### src/rtl/lsu_ctrl_if.sv
// Memory-side bus of the load/store unit: request, write lanes, grant and read return.
interface lsu_ctrl_if;
  logic        mem_req_o;
  logic        mem_we_o;
  logic [31:0] mem_addr_o;
  logic [31:0] mem_wdata_o;
  logic [3:0]  mem_be_o;
  logic        mem_gnt_i;
  logic        mem_rvalid_i;
  logic [31:0] mem_rdata_i;

  modport master (
    output mem_req_o, mem_we_o, mem_addr_o, mem_wdata_o, mem_be_o,
    input  mem_gnt_i, mem_rvalid_i, mem_rdata_i
  );

  modport slave (
    input  mem_req_o, mem_we_o, mem_addr_o, mem_wdata_o, mem_be_o,
    output mem_gnt_i, mem_rvalid_i, mem_rdata_i
  );
endinterface

### src/rtl/lsu_ctrl.sv
// Load/store controller: issues one bus transaction per memory op, stalls execute
// until it completes, and merges load data with the ALU writeback path.
module lsu_ctrl_lane #(
  parameter int LANE = 0
) (
  input  logic [1:0] size,
  input  logic [1:0] off,
  input  logic [7:0] b0,
  input  logic [7:0] hb,
  input  logic [7:0] wb,
  output logic [7:0] lane_data,
  output logic       lane_be
);
  localparam logic [1:0] L = 2'(LANE);

  always_comb begin
    case (size)
      2'b00:   begin lane_data = b0; lane_be = (off == L);       end
      2'b01:   begin lane_data = hb; lane_be = (off[1] == L[1]); end
      default: begin lane_data = wb; lane_be = 1'b1;             end
    endcase
  end
endmodule

module lsu_ctrl #(
  parameter int TIMEOUT = 255
) (
  input  logic        clk,
  input  logic        rst_n,
  input  logic        op_valid_i,
  input  logic        op_we_i,
  input  logic [2:0]  op_funct3_i,
  input  logic [31:0] op_addr_i,
  input  logic [31:0] op_wdata_i,
  input  logic        ex_rd_we_i,
  input  logic [31:0] ex_rd_data_i,
  input  logic [4:0]  ex_rd_addr_i,
  output logic        stall_o,
  output logic        err_o,
  lsu_ctrl_if.master  mem,
  output logic        rd_we_o,
  output logic [31:0] rd_data_o,
  output logic [4:0]  rd_addr_o
);
  localparam int NUM_LANES = 4;
  localparam int CW        = $clog2(TIMEOUT + 1);

  typedef enum logic [1:0] {IDLE, REQ, WAIT} state_t;

  typedef struct packed {
    logic        we;
    logic [2:0]  funct3;
    logic [31:0] addr;
    logic [31:0] wdata;
    logic [3:0]  be;
    logic [4:0]  rd;
  } op_t;

  state_t  state, state_n;
  op_t     op_q;
  logic [CW-1:0] cnt;
  logic    accept, cnt_clr, cnt_inc, mem_req;
  logic    illegal, misal;
  logic [NUM_LANES-1:0][7:0] st_wdata;
  logic [NUM_LANES-1:0]      st_be;
  logic [7:0]  b_sel;
  logic [15:0] h_sel;
  logic [31:0] ld_data;

  // Store lanes are formed from the incoming op so the latched copy is bus-ready.
  for (genvar g = 0; g < NUM_LANES; g++) begin : g_lane
    lsu_ctrl_lane #(.LANE(g)) u_lane (
      .size      (op_funct3_i[1:0]),
      .off       (op_addr_i[1:0]),
      .b0        (op_wdata_i[7:0]),
      .hb        (op_wdata_i[8*(g%2) +: 8]),
      .wb        (op_wdata_i[8*g +: 8]),
      .lane_data (st_wdata[g]),
      .lane_be   (st_be[g])
    );
  end

  always_comb begin
    case (op_funct3_i)
      3'b000, 3'b001, 3'b010: illegal = 1'b0;
      3'b100, 3'b101:         illegal = op_we_i;
      default:                illegal = 1'b1;
    endcase
    misal = (op_funct3_i[1:0] == 2'b01 && op_addr_i[0]) ||
            (op_funct3_i[1:0] == 2'b10 && (op_addr_i[1:0] != 2'b00));
  end

  always_comb begin
    case (op_q.addr[1:0])
      2'd0:    b_sel = mem.mem_rdata_i[7:0];
      2'd1:    b_sel = mem.mem_rdata_i[15:8];
      2'd2:    b_sel = mem.mem_rdata_i[23:16];
      default: b_sel = mem.mem_rdata_i[31:24];
    endcase
    h_sel = op_q.addr[1] ? mem.mem_rdata_i[31:16] : mem.mem_rdata_i[15:0];
    case (op_q.funct3)
      3'b000:  ld_data = {{24{b_sel[7]}}, b_sel};
      3'b001:  ld_data = {{16{h_sel[15]}}, h_sel};
      3'b100:  ld_data = {24'b0, b_sel};
      3'b101:  ld_data = {16'b0, h_sel};
      default: ld_data = mem.mem_rdata_i;
    endcase
  end

  always_comb begin
    state_n   = state;
    stall_o   = 1'b0;
    err_o     = 1'b0;
    rd_we_o   = 1'b0;
    rd_data_o = ex_rd_data_i;
    rd_addr_o = ex_rd_addr_i;
    mem_req   = 1'b0;
    accept    = 1'b0;
    cnt_clr   = 1'b0;
    cnt_inc   = 1'b0;
    case (state)
      IDLE: begin
        if (!op_valid_i) begin
          rd_we_o = ex_rd_we_i;
        end else if (illegal || misal) begin
          err_o = 1'b1;
        end else begin
          accept  = 1'b1;
          stall_o = 1'b1;
          state_n = REQ;
        end
      end
      REQ: begin
        mem_req   = 1'b1;
        stall_o   = 1'b1;
        rd_data_o = ld_data;
        rd_addr_o = op_q.rd;
        if (mem.mem_gnt_i) begin
          cnt_clr = 1'b1;
          if (op_q.we) begin
            stall_o = 1'b0;
            state_n = IDLE;
          end else begin
            state_n = WAIT;
          end
        end
      end
      WAIT: begin
        stall_o   = 1'b1;
        rd_data_o = ld_data;
        rd_addr_o = op_q.rd;
        // Returning data wins over an expiring timeout in the same cycle.
        if (mem.mem_rvalid_i) begin
          rd_we_o = 1'b1;
          stall_o = 1'b0;
          state_n = IDLE;
        end else if (cnt == CW'(TIMEOUT - 1)) begin
          err_o   = 1'b1;
          stall_o = 1'b0;
          state_n = IDLE;
        end else begin
          cnt_inc = 1'b1;
        end
      end
      default: state_n = IDLE;
    endcase
  end

  always_ff @(posedge clk or negedge rst_n) begin
    if (!rst_n) begin
      state <= IDLE;
      cnt   <= '0;
      op_q  <= '0;
    end else begin
      state <= state_n;
      if (cnt_clr)      cnt <= '0;
      else if (cnt_inc) cnt <= cnt + CW'(1);
      if (accept) begin
        op_q.we     <= op_we_i;
        op_q.funct3 <= op_funct3_i;
        op_q.addr   <= op_addr_i;
        op_q.wdata  <= st_wdata;
        op_q.be     <= op_we_i ? st_be : 4'hF;
        op_q.rd     <= ex_rd_addr_i;
      end
    end
  end

  assign mem.mem_req_o   = mem_req;
  assign mem.mem_we_o    = mem_req & op_q.we;
  assign mem.mem_addr_o  = {op_q.addr[31:2], 2'b00};
  assign mem.mem_wdata_o = op_q.wdata;
  assign mem.mem_be_o    = op_q.be;
endmodule

### src/flat_wrapper.sv
// flat-port wrapper written by rule: the top's interface ports become plain ports
module lsu_ctrl_flat 
#(
  parameter int TIMEOUT = 255
)
  (clk, rst_n, op_valid_i, op_we_i, op_funct3_i, op_addr_i, op_wdata_i, ex_rd_we_i, ex_rd_data_i, ex_rd_addr_i, stall_o, err_o, rd_we_o, rd_data_o, rd_addr_o, mem_mem_req_o, mem_mem_we_o, mem_mem_addr_o, mem_mem_wdata_o, mem_mem_be_o, mem_mem_gnt_i, mem_mem_rvalid_i, mem_mem_rdata_i);
  lsu_ctrl_if mem_i ();
  input  logic clk;
  input  logic rst_n;
  input  logic op_valid_i;
  input  logic op_we_i;
  input  logic [2:0] op_funct3_i;
  input  logic [31:0] op_addr_i;
  input  logic [31:0] op_wdata_i;
  input  logic ex_rd_we_i;
  input  logic [31:0] ex_rd_data_i;
  input  logic [4:0] ex_rd_addr_i;
  output logic stall_o;
  output logic err_o;
  output logic rd_we_o;
  output logic [31:0] rd_data_o;
  output logic [4:0] rd_addr_o;
  output wire logic [$bits(mem_i.mem_req_o)-1:0] mem_mem_req_o;
  output wire logic [$bits(mem_i.mem_we_o)-1:0] mem_mem_we_o;
  output wire logic [$bits(mem_i.mem_addr_o)-1:0] mem_mem_addr_o;
  output wire logic [$bits(mem_i.mem_wdata_o)-1:0] mem_mem_wdata_o;
  output wire logic [$bits(mem_i.mem_be_o)-1:0] mem_mem_be_o;
  input wire logic [$bits(mem_i.mem_gnt_i)-1:0] mem_mem_gnt_i;
  input wire logic [$bits(mem_i.mem_rvalid_i)-1:0] mem_mem_rvalid_i;
  input wire logic [$bits(mem_i.mem_rdata_i)-1:0] mem_mem_rdata_i;
  assign mem_mem_req_o = mem_i.mem_req_o;
  assign mem_mem_we_o = mem_i.mem_we_o;
  assign mem_mem_addr_o = mem_i.mem_addr_o;
  assign mem_mem_wdata_o = mem_i.mem_wdata_o;
  assign mem_mem_be_o = mem_i.mem_be_o;
  assign mem_i.mem_gnt_i = mem_mem_gnt_i;
  assign mem_i.mem_rvalid_i = mem_mem_rvalid_i;
  assign mem_i.mem_rdata_i = mem_mem_rdata_i;
  lsu_ctrl #(.TIMEOUT(TIMEOUT)) u_core (.clk(clk), .rst_n(rst_n), .op_valid_i(op_valid_i), .op_we_i(op_we_i), .op_funct3_i(op_funct3_i), .op_addr_i(op_addr_i), .op_wdata_i(op_wdata_i), .ex_rd_we_i(ex_rd_we_i), .ex_rd_data_i(ex_rd_data_i), .ex_rd_addr_i(ex_rd_addr_i), .stall_o(stall_o), .err_o(err_o), .mem(mem_i), .rd_we_o(rd_we_o), .rd_data_o(rd_data_o), .rd_addr_o(rd_addr_o));
endmodule
### config.mk
export PLATFORM = sky130hd
export DESIGN_NAME = lsu_ctrl_flat
export DESIGN_NICKNAME = d
export VERILOG_FILES = /design/src/rtl/lsu_ctrl_if.sv /design/src/rtl/lsu_ctrl.sv /design/src/flat_wrapper.sv
export SDC_FILE = /design/constraint.sdc
export NUM_CORES = 1
export LEC_CHECK = 0
export CORE_MARGIN = 5
export CORE_UTILIZATION = 45
export DETAILED_ROUTE_END_ITERATION = 10
export DONT_BUFFER_PORTS = 1
export GPL_TIMING_DRIVEN = 0
export PLACE_DENSITY = 0.64
export SYNTH_ARGS = -nofsm -noshare
export SYNTH_HDL_FRONTEND = slang
export SYNTH_SLANG_ARGS = --single-unit
### constraint.sdc
create_clock -name clk -period 2.65 [get_ports clk]
set_input_delay 0.53 -clock clk [delete_from_list [all_inputs] [get_ports clk]]
set_output_delay 0.53 -clock clk [all_outputs]
set_load 0.005 [all_outputs]
# ---- After elaboration in Yosys (flattened, before gate mapping)
# Index checks and enable logic that the tools add are counted.
dict set report totals {
  ff_bits 87
  in_bits 143
  output_inout_bits 110
  word_cells 92
}
dict set report op_classes {
  add_sub_neg 1
  n_eq_ne 21
  muxes 43
  bitwise_logic 2
  n_reduce_logical 17
}
# op n
set ops {}
lappend ops {{case mux 32 bit (4 select lines)} 1}
lappend ops {{2-to-1 mux 32 bit} 1}
lappend ops {{2-to-1 mux 8 bit} 4}
lappend ops {{case mux 8 bit (3 select lines)} 1}
lappend ops {{2-to-1 mux 1 bit} 17}
lappend ops {{2-to-1 mux 16 bit} 1}
lappend ops {{case mux 8 bit (2 select lines)} 1}
lappend ops {{case mux 1 bit (2 select lines)} 7}
lappend ops {{== test 3 bit (second input constant)} 4}
lappend ops {{2-to-1 mux 2 bit} 6}
lappend ops {{== test 2 bit (second input constant)} 5}
lappend ops {{adder 8 x 1 -> 8 bit (second input constant)} 1}
lappend ops {{== test 2 x 1 -> 1 bit (second input constant)} 4}
lappend ops {{== test 8 bit (second input constant)} 1}
lappend ops {{logical NOT 2 bit} 4}
lappend ops {{== test 3 x 1 -> 1 bit (second input constant)} 2}
lappend ops {{logical NOT 3 bit} 2}
lappend ops {{inequality test 2 bit (second input constant)} 3}
lappend ops {{case mux 2 bit (3 select lines)} 1}
lappend ops {{OR reduction 2 bit} 3}
lappend ops {{2-to-1 mux 5 bit} 1}
lappend ops {{2-to-1 mux 4 bit} 1}
lappend ops {{AND reduction 4 bit} 1}
lappend ops {{nonzero test 2 bit} 2}
lappend ops {{other kinds (8)} 10}

# ---- Logic depth before layout (Yosys ltp)
dict set report depth {
  word_depth 7
  ltp_mapped 7
}

# ---- Modules after synthesis
# Synthesis repeated with hierarchy kept, for this count alone.
dict set report unflattened {
  hier_cells 544
  area_unflattened_um2 5641.7
}
# module n_inst cells_each area_per_inst_um2 seq_area_each_um2
set by_module_without_submodules {}
lappend by_module_without_submodules {lsu_ctrl 1 432 4904.7 2177.1}
lappend by_module_without_submodules {{lsu_ctrl_lane (u_core.g_lane[2].u_lane)} 1 28 190.2 0.0}
lappend by_module_without_submodules {{lsu_ctrl_lane (u_core.g_lane[3].u_lane)} 1 28 183.9 0.0}
lappend by_module_without_submodules {{lsu_ctrl_lane (u_core.g_lane[0].u_lane)} 1 28 182.7 0.0}
lappend by_module_without_submodules {{lsu_ctrl_lane (u_core.g_lane[1].u_lane)} 1 28 180.2 0.0}

# ---- Worst setup path after synthesis
# No wires, ideal clock.
dict set report synth_timing {
  path_kind {input to output}
  start {input port op_funct3_i[1]}
  end {output port stall_o}
  t_arrival_ns 1.643
  t_required_ns 2.120
  path_slack_ns 0.477
  stages 6
  path_cell_list {buf_2 > a221oi_2 > o211ai_2 > buf_2 > buf_2 > a21oi_1}
}
dict set report synth_via {
  elab_chain_cells 7
  word_cells_on_any_way 17
}
# element line
set synth_lines {}
lappend synth_lines {{start, declared} flat_wrapper.sv:12} ;# input logic [2:0] op_funct3_i;
lappend synth_lines {{== test 3 x 1 -> 1 bit, or another cell as far along} lsu_ctrl.sv:84} ;# case (op_funct3_i)
lappend synth_lines {{OR reduction 3 bit, or another cell as far along} lsu_ctrl.sv:84}
lappend synth_lines {{case mux 1 bit (2 select lines) / logical OR 1 bit (equally long branches)} {lsu_ctrl.sv:84, lsu_ctrl.sv:89}}
lappend synth_lines {{logical OR 1 bit (*)} lsu_ctrl.sv:125} ;# end else if (illegal || misal) begin
lappend synth_lines {{2-to-1 mux 1 bit (*)} lsu_ctrl.sv:125}
lappend synth_lines {{2-to-1 mux 1 bit (*)} lsu_ctrl.sv:123} ;# if (!op_valid_i) begin
lappend synth_lines {{case mux 1 bit (3 select lines) (*)} lsu_ctrl.sv:121} ;# case (state)
lappend synth_lines {{end, declared} flat_wrapper.sv:18} ;# output logic stall_o;
# Mark *: on every way between the ends. The rest lies on a longest branch, timed or not.

# ---- Worst setup path after layout
dict set report layout_timing {
  start {register u_core.op_q[42] (netlist bit)}
  end {output port rd_data_o[23]}
}
dict set report layout_via {
  elab_chain_cells 4
  word_cells_on_any_way 7
}
# element line
set layout_lines {}
lappend layout_lines {{start, declared} lsu_ctrl.sv:60} ;# op_t op_q;
lappend layout_lines {{== test 2 bit, or another cell as far along} lsu_ctrl.sv:94} ;# case (op_q.addr[1:0])
lappend layout_lines {{case mux 8 bit (3 select lines)} lsu_ctrl.sv:94}
lappend layout_lines {{case mux 32 bit (4 select lines) (*)} lsu_ctrl.sv:101} ;# case (op_q.funct3)
lappend layout_lines {{2-to-1 mux 32 bit (*)} lsu_ctrl.sv:121}
lappend layout_lines {{end, declared} flat_wrapper.sv:21} ;# output logic [31:0] rd_data_o;
# Marks and branches as above.

==> summary.md <==
| Metric | Value |
|---|---|
| Status | `completed` |
| Clock latency on the worst-skew pair | `0.34 ns` |
| Vias per std cell | `5.545` |
| CP Launch Type | `flop` |
| Core ar. | `0.01201 mm²` |
| Post-synth design cell area | `0.005513 mm²` |
| Post-Synthesis Cells | `617` |
| Max VDD drop | `557.0 µV` |
| RSZ-0062 raised after global routing | `yes` |
| Most common cell after layout, fill and taps aside | `nand2_1` |
| Crit path cell chain | `buf_4 -> mux2i_1 -> nor3b_2 -> buf_2 -> nor3_1 -> nor2_1` |
| Post-synthesis compound-gate area fraction | `12.69%` |
| Crit. Startpoint | `u_core.op_q[42]` |
| Post-synthesis mux area share | `17.04%` |
| Placed Area | `0.005700 mm²` |
| Final instance area | `0.006092 mm²` |
| Tightest Hold Check Type | `in2async` |
| Async SR Flop Fraction | `100.0%` |
| Hold Vio Cnt, Final | `0` |
| Path depth of the worst reg2reg path | `6` |
| CTS Root Cell | `clkbuf_16` |
| Largest net degree at the start of global routing | `88` |
| Clock Skew | `0.007382 ns` |
| Post-synth EDFFs | `0` |
| Row cnt | `40` |
| Global-route wire length before repair | `24420 µm` |
| Drt pass-1 iters | `4` |
| Max Buffers Root-to-Sink | `2` |
| First DRT Iteration DRCs | `201` |
| Required @ worst endpoint | `2.12 ns` |
| Post-DP HPWL | `12270 µm` |
| Die Ht | `120.7 µm` |
| IO Pins | `253` |
| Synth Area in XOR/XNOR | `0.6355%` |
| GR Util All Layers | `20.97%` |
| Wire per inst | `19.87 µm` |
| Reg2reg setup slack | `0.87 ns` |
| Period utilisation layout | `95.85%` |
| H-Tree Depth | `3` |
| DIE WIDTH | `120.7 µm` |
| Leak Pwr | `2.743 nW` |
| Synth Area in Simple Gates | `15.62%` |
| Vias | `4342` |
| Ys Warns | `0` |
| Tmin final | `2.540 ns` |
| CP max-delay cell | `nor3b_2` |
| Port Buf Inserts | `0` |
| Buf/Inv on CP | `2` |
| Post-route DRC violation count | `0` |
| Ant. Diodes | `0` |
| Fin cells | `783` |
| Reg2reg end | `u_core.cnt[5]` |
| Fmax | `393.7 MHz` |
| CTS sink count | `87` |
| Least-Margin Pin Slew | `0.8581 ns` |
| Area grow syn2layout | `10.51%` |
| Sequential element share of the synthesized area | `39.49%` |
| Worst r2r src | `u_core.state[0]` |
| Maxcap violations | `0` |
| Main combinational cell family by area after synthesis | `multiplexers` |
| GPL Wtd Cong | `0.8948` |
| Final setup vio count | `0` |
| Synth cell types | `43` |
| Antenna violations before repair | `0` |
| Grt ovf | `0` |
| Die ar. | `0.01456 mm²` |
| TritonCTS clock tree | `built` |
| PD cells | `1147 mW/mm²` |
| CP delay by family, top | `simple AND/OR/NAND/NOR gates` |
| Placed insts | `765` |
| Crit path max fanout | `10` |
| Most frequent cells in the layout | `93 x nand2_1, 87 x dfrtp_1, 70 x buf_4, 53 x mux2_1, 39 x o21ai_1` |
| Synth Flop Type | `dfrtp_1` |
| Post-route ant nets | `0` |
| Critical path class | `reg2out` |
| Final nets | `780` |
| Synthesized area per cell | `8.935 µm²` |
| Drt total wl | `15560 µm` |
| CTS Buf Count | `9` |
| Worst relative slew slack | `42.58%` |
| Clk slew on worst S/H paths | `0.07 ns` |
| Initial Utilization | `45.90%` |
| CP Data Arrival Time | `2.01 ns` |
| Synth Area in Adders | `1.362%` |
| Worst Setup End Kind | `output port` |
| Pins Over Slew Limit | `0` |
| Layout cells sized above 1 | `18.87%` |
| Number of synthesized register bits | `87` |
| Largest stage delay, worst path | `0.43 ns` |
| Vias in the first global route | `4535` |
[how the worst max path moves through the flow]
stage / depth (start not counted) / endpoint / slack (ns)
6_report: 6 / rd_data_o[23] / 0.11
5_1_grt: 6 / rd_data_o[27] / -0.02
3_5_place_dp: 6 / stall_o / 0.02
4_1_cts: 6 / stall_o / 0.04
3_3_place_gp: 6 / stall_o / 0.05
2_1_floorplan: 6 / stall_o / 0.48
[cell usage after synthesis (10+ instances only)]
cell type | n | area, µm²
inv_1 | 12 | 45.04
nand2_1 | 93 | 349.1
buf_4 | 68 | 510.5
nor2_1 | 34 | 127.6
o21ai_1 | 39 | 195.2
a21oi_1 | 25 | 125.1
buf_2 | 13 | 65.06
nor3_1 | 17 | 85.08
mux2i_1 | 32 | 320.3
nand3_1 | 18 | 90.09
clkbuf_1 | 19 | 71.32
o211ai_1 | 10 | 75.07
dfrtp_1 | 87 | 2177
mux2_1 | 53 | 596.8
o21ai_0 | 30 | 150.1
[stage by stage]
stage	worst slack (ns)	hold WS [ns]	utilization, %	total power, mW	TNS (ns)
after floorplan	0.4771	0.2344	-	4.898	0
after global placement	0.04671	0.2363	47.46	5.504	0
after detailed placement	0.02099	0.2359	47.46	5.625	0
after CTS	0.03767	0.1101	50.35	7.000	0
after global routing	-0.02463	0.1145	50.72	7.565	-0.05819
final	0.1101	0.09691	50.72	6.990	0
[worst register-to-register path, cell delays in order (launching register included)]
cell and delay (ns):
dfrtp_1 0.40, inv_1 0.14, ha_1 0.23, and4b_1 0.22, o211ai_1 0.19, or3_1 0.36
a21oi_1 0.17
[cells by family after synthesis]
group	Yosys count
AND/OR/NAND/NOR	192
AO/OA/AOI/OAI	123
buffers and inverters	118
flip-flops	87
multiplexers	86
adder cells (fa/ha/maj)	6
XOR/XNOR	4
other	1
[metal layers]
layer	part of all wire, %	track usage, %	up-vias
met5	0	0	-
met4	0.73	3.683	0
met3	9.9	8.279	10
met2	51	37.41	186
met1	38	24.00	2059
li1	-	-	2087
[power by group]
| group | internal, mW | switching, mW |
|---|---|---|
| logic | 1.59 | 1.78 |
| clock network | 0.740 | 0.545 |
| registers | 1.94 | 0.395 |
[layout make-up]
cell class	instances	area (µm²)
Fill cell	1152	5919
Multi-Input combinational cell	413	2654
Sequential cell	87	2177
Buffer	103	680.7
Clock buffer	9	225.2
Tap cell	147	183.9
Clock inverter	7	76.32
Inverter	14	52.55
Timing Repair Buffer	3	42.54
[sequential cells by signal, indices dropped and copies added (netlist names)]
signal	cells
u_core.mem.mem_be_o	4
u_core.op_q	11
u_core.state	2
u_core.cnt	8
u_core.mem.mem_addr_o	30
u_core.mem.mem_wdata_o	32
[repair_timing]
item,in CTS,in global routing
setup endpoints to repair,31,28
hold buffers,1,0
setup buffers,0,2
gates resized for setup,8,9
hold endpoints to repair,87,0
No activity file was read; power rests on OpenSTA's default activity.
